<file path="src/rtl/instr_sequencer.sv">
// Program sequencer: fetches 32-bit words and resolves HALT/JUMP/LOOP/ENDLOOP
// locally with a bounded hardware loop stack. It forwards all other words over valid/ready.
module instr_sequencer #(
  parameter int INSTR_BIT  = 8,
  parameter int LOOP_DEPTH = 4,
  parameter int COUNT_BIT  = 8
) (
  input  logic                             CLK,
  input  logic                             RST,
  input  logic                             St,
  input  logic                             jump,
  output logic [INSTR_BIT-1:0]             imem_addr,
  input  logic [31:0]                      imem_data,
  output logic                             exec_valid,
  output logic [31:0]                      exec_instr,
  input  logic                             exec_ready,
  output logic                             busy,
  output logic                             done,
  output logic                             error,
  output logic [$clog2(LOOP_DEPTH+1)-1:0]  loop_level
);

  localparam int LVL_W = $clog2(LOOP_DEPTH + 1);
  localparam int IDX_W = (LOOP_DEPTH > 1) ? $clog2(LOOP_DEPTH) : 1;

  localparam logic [3:0] OP_JUMP    = 4'hC;
  localparam logic [3:0] OP_ENDLOOP = 4'hD;
  localparam logic [3:0] OP_LOOP    = 4'hE;
  localparam logic [3:0] OP_HALT    = 4'hF;

  localparam logic [INSTR_BIT-1:0] PC_ONE  = INSTR_BIT'(1);
  localparam logic [COUNT_BIT-1:0] CNT_ONE = COUNT_BIT'(1);
  localparam logic [LVL_W-1:0]     LVL_ONE = LVL_W'(1);
  localparam logic [LVL_W-1:0]     LVL_MAX = LVL_W'(LOOP_DEPTH);

  typedef enum logic [1:0] {
    S_IDLE,
    S_RUN,
    S_DONE,
    S_ERR
  } state_t;

  state_t               state_q, state_d;
  logic [INSTR_BIT-1:0] pc_q, pc_d;
  logic [LVL_W-1:0]     sp_q, sp_d;

  logic [INSTR_BIT-1:0] stk_start [LOOP_DEPTH];
  logic [COUNT_BIT-1:0] stk_rem   [LOOP_DEPTH];

  logic [3:0]           opcode;
  logic                 is_seq;
  logic [IDX_W-1:0]     top_idx;
  logic [IDX_W-1:0]     push_idx;
  logic [INSTR_BIT-1:0] top_start;
  logic [COUNT_BIT-1:0] top_rem;
  logic [COUNT_BIT-1:0] loop_cnt;
  logic                 stack_full;
  logic                 stack_empty;
  logic                 pc_at_max;
  logic                 push_en;
  logic                 dec_en;
  logic                 advance;

  assign opcode      = imem_data[31:28];
  assign is_seq      = opcode[3] & opcode[2];
  assign top_idx     = IDX_W'(sp_q - LVL_ONE);
  assign push_idx    = IDX_W'(sp_q);
  assign top_start   = stk_start[top_idx];
  assign top_rem     = stk_rem[top_idx];
  assign loop_cnt    = imem_data[COUNT_BIT-1:0];
  assign stack_full  = (sp_q == LVL_MAX);
  assign stack_empty = (sp_q == '0);
  assign pc_at_max   = &pc_q;

  always_comb begin
    // NOTE: every signal gets a default before the case so no path can infer a latch.
    state_d = state_q;
    pc_d    = pc_q;
    sp_d    = sp_q;
    push_en = 1'b0;
    dec_en  = 1'b0;
    advance = 1'b0;

    unique case (state_q)
      S_IDLE, S_ERR: begin
        if (St) begin
          state_d = S_RUN;
          pc_d    = '0;
          sp_d    = '0;
        end
      end
      S_DONE: state_d = S_IDLE;
      S_RUN: begin
        unique case (opcode)
          OP_HALT: state_d = S_DONE;
          OP_JUMP: begin
            if (jump) pc_d = imem_data[INSTR_BIT-1:0];
            else      advance = 1'b1;
          end
          OP_LOOP: begin
            if (stack_full) begin
              state_d = S_ERR;
            end else begin
              push_en = 1'b1;
              sp_d    = sp_q + LVL_ONE;
              advance = 1'b1;
            end
          end
          OP_ENDLOOP: begin
            if (stack_empty) begin
              state_d = S_ERR;
            end else if (top_rem > CNT_ONE) begin
              dec_en = 1'b1;
              pc_d   = top_start;
            end else begin
              sp_d    = sp_q - LVL_ONE;
              advance = 1'b1;
            end
          end
          default: advance = exec_ready;
        endcase

        // Stepping past the last word is a fault; the stack is left untouched.
        if (advance) begin
          if (pc_at_max) begin
            state_d = S_ERR;
            sp_d    = sp_q;
            push_en = 1'b0;
          end else begin
            pc_d = pc_q + PC_ONE;
          end
        end
      end
      default: state_d = S_IDLE;
    endcase
  end

  always_ff @(posedge CLK) begin
    // NOTE: sequential state uses non-blocking assignments so all registers update together.
    if (RST) begin
      state_q <= S_IDLE;
      pc_q    <= '0;
      sp_q    <= '0;
    end else begin
      state_q <= state_d;
      pc_q    <= pc_d;
      sp_q    <= sp_d;
    end
  end

  always_ff @(posedge CLK) begin
    // NOTE: stack storage has no reset; sp_q alone decides which entries are live.
    if (push_en) begin
      stk_start[push_idx] <= pc_q + PC_ONE;
      stk_rem[push_idx]   <= (loop_cnt == '0) ? CNT_ONE : loop_cnt;
    end else if (dec_en) begin
      stk_rem[top_idx] <= top_rem - CNT_ONE;
    end
  end

  assign imem_addr  = pc_q;
  assign exec_valid = (state_q == S_RUN) && !is_seq;
  assign exec_instr = exec_valid ? imem_data : '0;
  assign busy       = (state_q == S_RUN);
  assign done       = (state_q == S_DONE);
  assign error      = (state_q == S_ERR);
  assign loop_level = sp_q;

endmodule

</file>
<file path="config.mk">
export PLATFORM = sky130hd
export DESIGN_NAME = instr_sequencer
export DESIGN_NICKNAME = d
export VERILOG_FILES = /design/src/rtl/instr_sequencer.sv
export SDC_FILE = /design/constraint.sdc
export NUM_CORES = 1
export LEC_CHECK = 0
export CORE_UTILIZATION = 47
export CTS_BUF_LIST = sky130_fd_sc_hd__clkbuf_16
export CTS_CLUSTER_DIAMETER = 50
export DETAILED_ROUTE_END_ITERATION = 16
export PLACE_DENSITY = 0.77
export SYNTH_ARGS = -nofsm -noshare
export SYNTH_HDL_FRONTEND = slang
export SYNTH_SLANG_ARGS = --single-unit
</file>
<file path="constraint.sdc">
create_clock -name CLK -period 4.9 [get_ports CLK]
set_input_delay 0.98 -clock CLK [delete_from_list [all_inputs] [get_ports CLK]]
set_output_delay 0.98 -clock CLK [all_outputs]
set_load 0.005 [all_outputs]
</file>
==> results of run 1 <==
worst min-delay path, stage by stage (launching register included):
cell and delay (ps):
dfxtp_1 330, a21oi_1 140, nor3_1 60
cell families (layout without fill, tap and decap cells):
family	count (synthesis)	count (layout)	share of synthesized area
simple gates	129	129	0.169
compound gates	56	56	0.103
buf+inv	34	120	0.0352
flops	77	77	0.516
mux	29	29	0.116
fa+ha+maj	11	11	0.0325
xor+xnor	14	14	0.0290
cell usage in the layout, fill, tap and decap left out, drive strengths merged, types with 8 or more instances in the layout:
master         Yosys  routed
xor2               8       8
nor3              15      15
edfxtp            64      64
clkdlybuf4s50      0      83
a21oi             13      13
nand2             14      14
o22ai              9       9
buf                8      10
dfxtp             13      13
nand3             13      13
nor2              25      25
clkbuf            15       9
mux2               9       9
and3              34      34
inv               10      11
ha                11      11
mux4              15      15
metrics by stage:
step                instance area, µm²  setup WS, ps  cells
finish                            5450          1060    544
global route                      5450           750    544
CTS                               5450          1080    544
detailed placement                5160          1090    528
global placement                  5160          1110    528
floorplan                         4230           157    350
power breakdown:
group	total [W]	switching [W]	leakage, nW	internal, W
sequential	0.000735	0.0000116	0.664	0.000723
combinational	0.000226	0.000106	1.10	0.000120
clock	0.000639	0.000252	0.141	0.000387
total	0.00160	0.000370	1.91	0.00123
cell type report:
type | count | area [µm²]
fillers | 660 | 3270
repair buffers | 93 | 906
inverters | 11 | 41.3
clock buffers | 9 | 225
flip-flops and latches | 77 | 2180
multi-input cells | 239 | 1900
well taps | 108 | 135
clock inverters | 7 | 58.8
worst min path at each step:
stage                             to  slack, ps  cells after the start
after floorplan           state_q[0]        510                      2
after global placement    state_q[0]        550                      2
after detailed placement  state_q[0]        570                      2
after CTS                 state_q[0]        580                      2
after global routing      state_q[0]        630                      2
final                     state_q[1]        580                      2
per-layer routing:
metal,GRT usage,vias up,share of wire
met3,0.0527,23,0.071
met2,0.395,137,0.49
li1,-,1503,-
met1,0.336,1607,0.42
met5,0,-,0
met4,0.0930,0,0.017
state kept, by name, summed over array words and instances (netlist names):
name        flops
loop_level      3
stk_rem        32
stk_start      32
imem_addr       8
state_q         2
synthesized netlist by cell type (all sizes together) (7+ instances only):
cell    number
nand2       14
edfxtp      64
o22ai        9
mux4        15
a21oi       13
nor3        15
clkbuf      15
and3        34
nand3       13
o21ai        7
buf          8
ha          11
dfxtp       13
mux2         9
inv         10
xor2         8
nor2        25
==> impl_metrics.yaml, run 1 <==
status:
  outcome: "complete, no violations"
worst_setup_path:
  cp-startpoint: "imem_data[31]"
  crit_end: "exec_instr[7]"
  r2r-end: "stk_start[0][4]"
  crit_buf_inv: 3
  reg2reg_from: "loop_level[0]"
  slowest_stage: "clkdlybuf4s50_1"
  critPathKind: "in2out"
  rrSetupSlack_ps: 1100
  path_common_cell: "clkdlybuf4s50_1"
  crit_fanout: 28
  cp.required_ps: 3920
  cp.depth: 5
  crit_family: "buffers and inverters"
  start_kind: "primary input"
  cp_slowest_stage_delay_ps: 510
  endpoint_kind: "primary output"
  crit_chain: "clkdlybuf4s50_1 -> nand2_1 -> buf_4 -> and3_1 -> clkdlybuf4s50_1"
  r2r.worst_path.cells: 9
  cp_data_arrival_time_ps: 2860
route:
  ant_nets: 0
  wl_per_cell_um: 20.4
  routed_wl_mm: 11.1
  drcViolationCount: 0
  vias: 3270
  first_pass_iters: 5
  viasPerCell: 6.01
  drtIter0Drc: 275
floorplan:
  ioPinCount: 84
  initial_utilization: 0.485
  core_mm2: 0.00872
  die_w_um: 96.9
  die_h_um: 96.9
  dieArea_mm2: 0.00938
  num_rows: 34
timing:
  drv_slew: 0
  clock_skew_ps: 7.28
  slew_headroom: 0.389
  tns_ps: 0
  holdWs_ps: 581
  hold_violations: 0
  period_share: 0.784
  min_period_ps: 3840
  fmax_ghz: 0.260
  rsz0062_at_grt: "no"
  setup_violations: 0
  worst_pin_slew_ps: 905
place:
  io_buffers: 83
  dpl.hpwl_mm: 7.79
  place_congestion: 0.882
finish:
  drive_gt1_frac: 0.128
  diodes: 0
  fin_nets: 479
  post-route-util: 0.625
  area_delta_synth_final_pct: 28.8
yosys:
  syn_area_per_cell_um2: 12.1
  ys_types: 60
  yosys.area.top_type: "edfxtp_1"
  yosysWarnings: 0
  synth_top_area_frac: 0.454
  yosys-top-cells-area: "edfxtp_1 45%, mux4_2 8.0%, dfxtp_1 6.2%"
  ys_seq_area_frac: 0.516
  synth-seq-cells: 77
  synth.cell_area_mm2: 0.00423
  ys.flop_type: "edfxtp_1"
  synthCells: 350
  async_flop_share: 0
  synth-edff-count: 64
  synth_nets: 398
power_and_ir_drop:
  totalPowerFinal_w: 0.00160
  power.density_mw_per_mm2: 294
  peakVddDrop_mv: 0.212
  p_leak_nw: 1.91
cts:
  cts_made_buffers: 9
  postCtsHoldBufs: 0
  clk_latency_ps: 340
  path_clk_slew_ps: 50
  cts_resized: 0
  cts_setup_buffers: 0
  cts.sinks: 77
  cts-root-buf: "clkbuf_16"
  ctsLongestPathBuffers: 2
  cts_tree: "yes"
  htreeDepth: 3
global_route:
  grt_first_pass_wirelength_mm: 17.9
  grt_use_total: 0.249
  antenna_found_initial: 0
  grt_max_degree: 32
  first_global_vias: 3274
  grt-ovfl-total: 0
flow_run:
  drv_cap: 0
min_path:
  hold_class: "reg2reg"
  worstHoldStart: "state_q[1]"
(Power assumes the default switching activity.)
==> inputs of run 2 (changes only) <==
CORE_UTILIZATION = 52   (was 47)
PLACE_DENSITY = 0.8   (was 0.77)
clock period = 3.9 ns   (was 4.9 ns; I/O delays follow)
==> run 2 against run 1 <==
  * Power up 25%
  * Critical path type is now reg2reg
  * Sequential power up 25%
  * Global-route usage up 2.0 points
==> impl_metrics.yaml, run 2 (synthesis results as in run 1) <==
power_and_ir_drop:
  peakVddDrop_mv: 0.330
  totalPowerFinal_w: 0.00201
  power.density_mw_per_mm2: 365
  p_leak_nw: 1.91
finish:
  layout_commonest_cell: "clkdlybuf4s50_1"
  design_area_mm2: 0.00549
  area_delta_synth_final_pct: 29.9
  multi_input_area_mm2: 0.00196
  fin_nets: 478
  diodes: 0
  layout.cells.most_common_list: "83 x clkdlybuf4s50_1, 64 x edfxtp_1, 34 x and3_1, 25 x nor2_1, 15 x mux4_2"
  fill_cells: 547
  post-route-util: 0.703
  seqCellArea_mm2: 0.00218
  drive_gt1_frac: 0.141
worst_setup_path:
  critPathKind: "reg2reg"
  cp.required_ps: 3890
  crit_fanout: 9
  endpoint_kind: "flop"
  start_kind: "flop"
  cp_data_arrival_time_ps: 3670
cts:
  cts-root-buf: "clkbuf_16"
  clk_latency_ps: 340
  cts.sinks: 77
  cts_resized: 0
  postCtsHoldBufs: 0
  cts_made_buffers: 9
  ctsLongestPathBuffers: 2
  path_clk_slew_ps: 60
  cts_tree: "yes"
  htreeDepth: 3
  cts_setup_buffers: 0
place:
  dpl.hpwl_mm: 7.74
  post_dp_cell_area_mm2: 0.00521
  io_buffers: 83
  place_congestion: 0.861
timing:
  drv_slew: 0
  holdWs_ps: 559
  hold_violations: 0
  slew_headroom: 0.432
  clock_skew_ps: 8.64
  period_share: 0.944
  worst_pin_slew_ps: 840
  min_period_ps: 3680
  setup_violations: 0
  rsz0062_at_grt: "no"
  fmax_ghz: 0.272
  tns_ps: 0
floorplan:
  die_w_um: 92.2
  dieArea_mm2: 0.00850
  ioPinCount: 84
  initial_utilization: 0.542
  num_rows: 32
  die_h_um: 92.2
  core_mm2: 0.00781
global_route:
  grt_first_pass_wirelength_mm: 16.9
  grt_use_total: 0.269
  grt-ovfl-total: 0
  first_global_vias: 3175
  antenna_found_initial: 0
  grt_max_degree: 39
route:
  drcViolationCount: 0
  drtIter0Drc: 224
  first_pass_iters: 5
  viasPerCell: 6.02
  vias: 3227
  ant_nets: 0
  wl_per_cell_um: 20.3
  routed_wl_mm: 10.9
min_path:
  hold_class: "reg2reg"
status:
  outcome: "complete, no violations"
flow_run:
  drv_cap: 0
## run 2: report_power, final
part	leakage, nW	total [W]	switching (W)	internal, W
clock network	0.140	0.000800	0.000314	0.000486
logic	1.11	0.000285	0.000132	0.000153
registers	0.664	0.000922	0.0000133	0.000909
## run 2: metal layers
layer / routed length (µm) / GRT usage / vias to the layer above
met5: 0 / 0 / -
met4: 184 / 0.0977 / 0
met3: 630 / 0.0564 / 19
met2: 5530 / 0.458 / 131
met1: 4530 / 0.338 / 1574
li1: - / - / 1503
## run 2: cell type report
type	instances	share of cell area
Multi-Input combinational cell	239	0.357
Tap cell	102	0.0232
Clock buffer	9	0.0410
Inverter	11	0.00775
Clock inverter	6	0.0105
Sequential cell	77	0.397
Timing Repair Buffer	92	0.164
## run 2: through the flow
step	setup slack [ps]	std cells
floorplan	30.7	350
global placement	416	521
detailed placement	262	521
CTS	241	536
global route	4.25	536
finish	217	536
## run 2: worst paths after layout
path              slack [ps]            end  cells after the start          start
setup / recovery         220  stk_rem[1][7]                     11  loop_level[0]
hold / removal           560     state_q[0]                      2     state_q[0]
setup reg to reg         220  stk_rem[1][7]                     11  loop_level[0]
hold reg to reg          560     state_q[0]                      2     state_q[0]
## run 2: worst max-delay path: stages (launching register included)
cell and delay, ps:
dfxtp_1 420, clkinv_2 220, ha_1 410, mux4_2 290, inv_1 50, ha_1 250
o21ai_0 250, o22a_2 280, o41ai_4 130, a21oi_1 440, nand2_1 230, o22ai_4 360
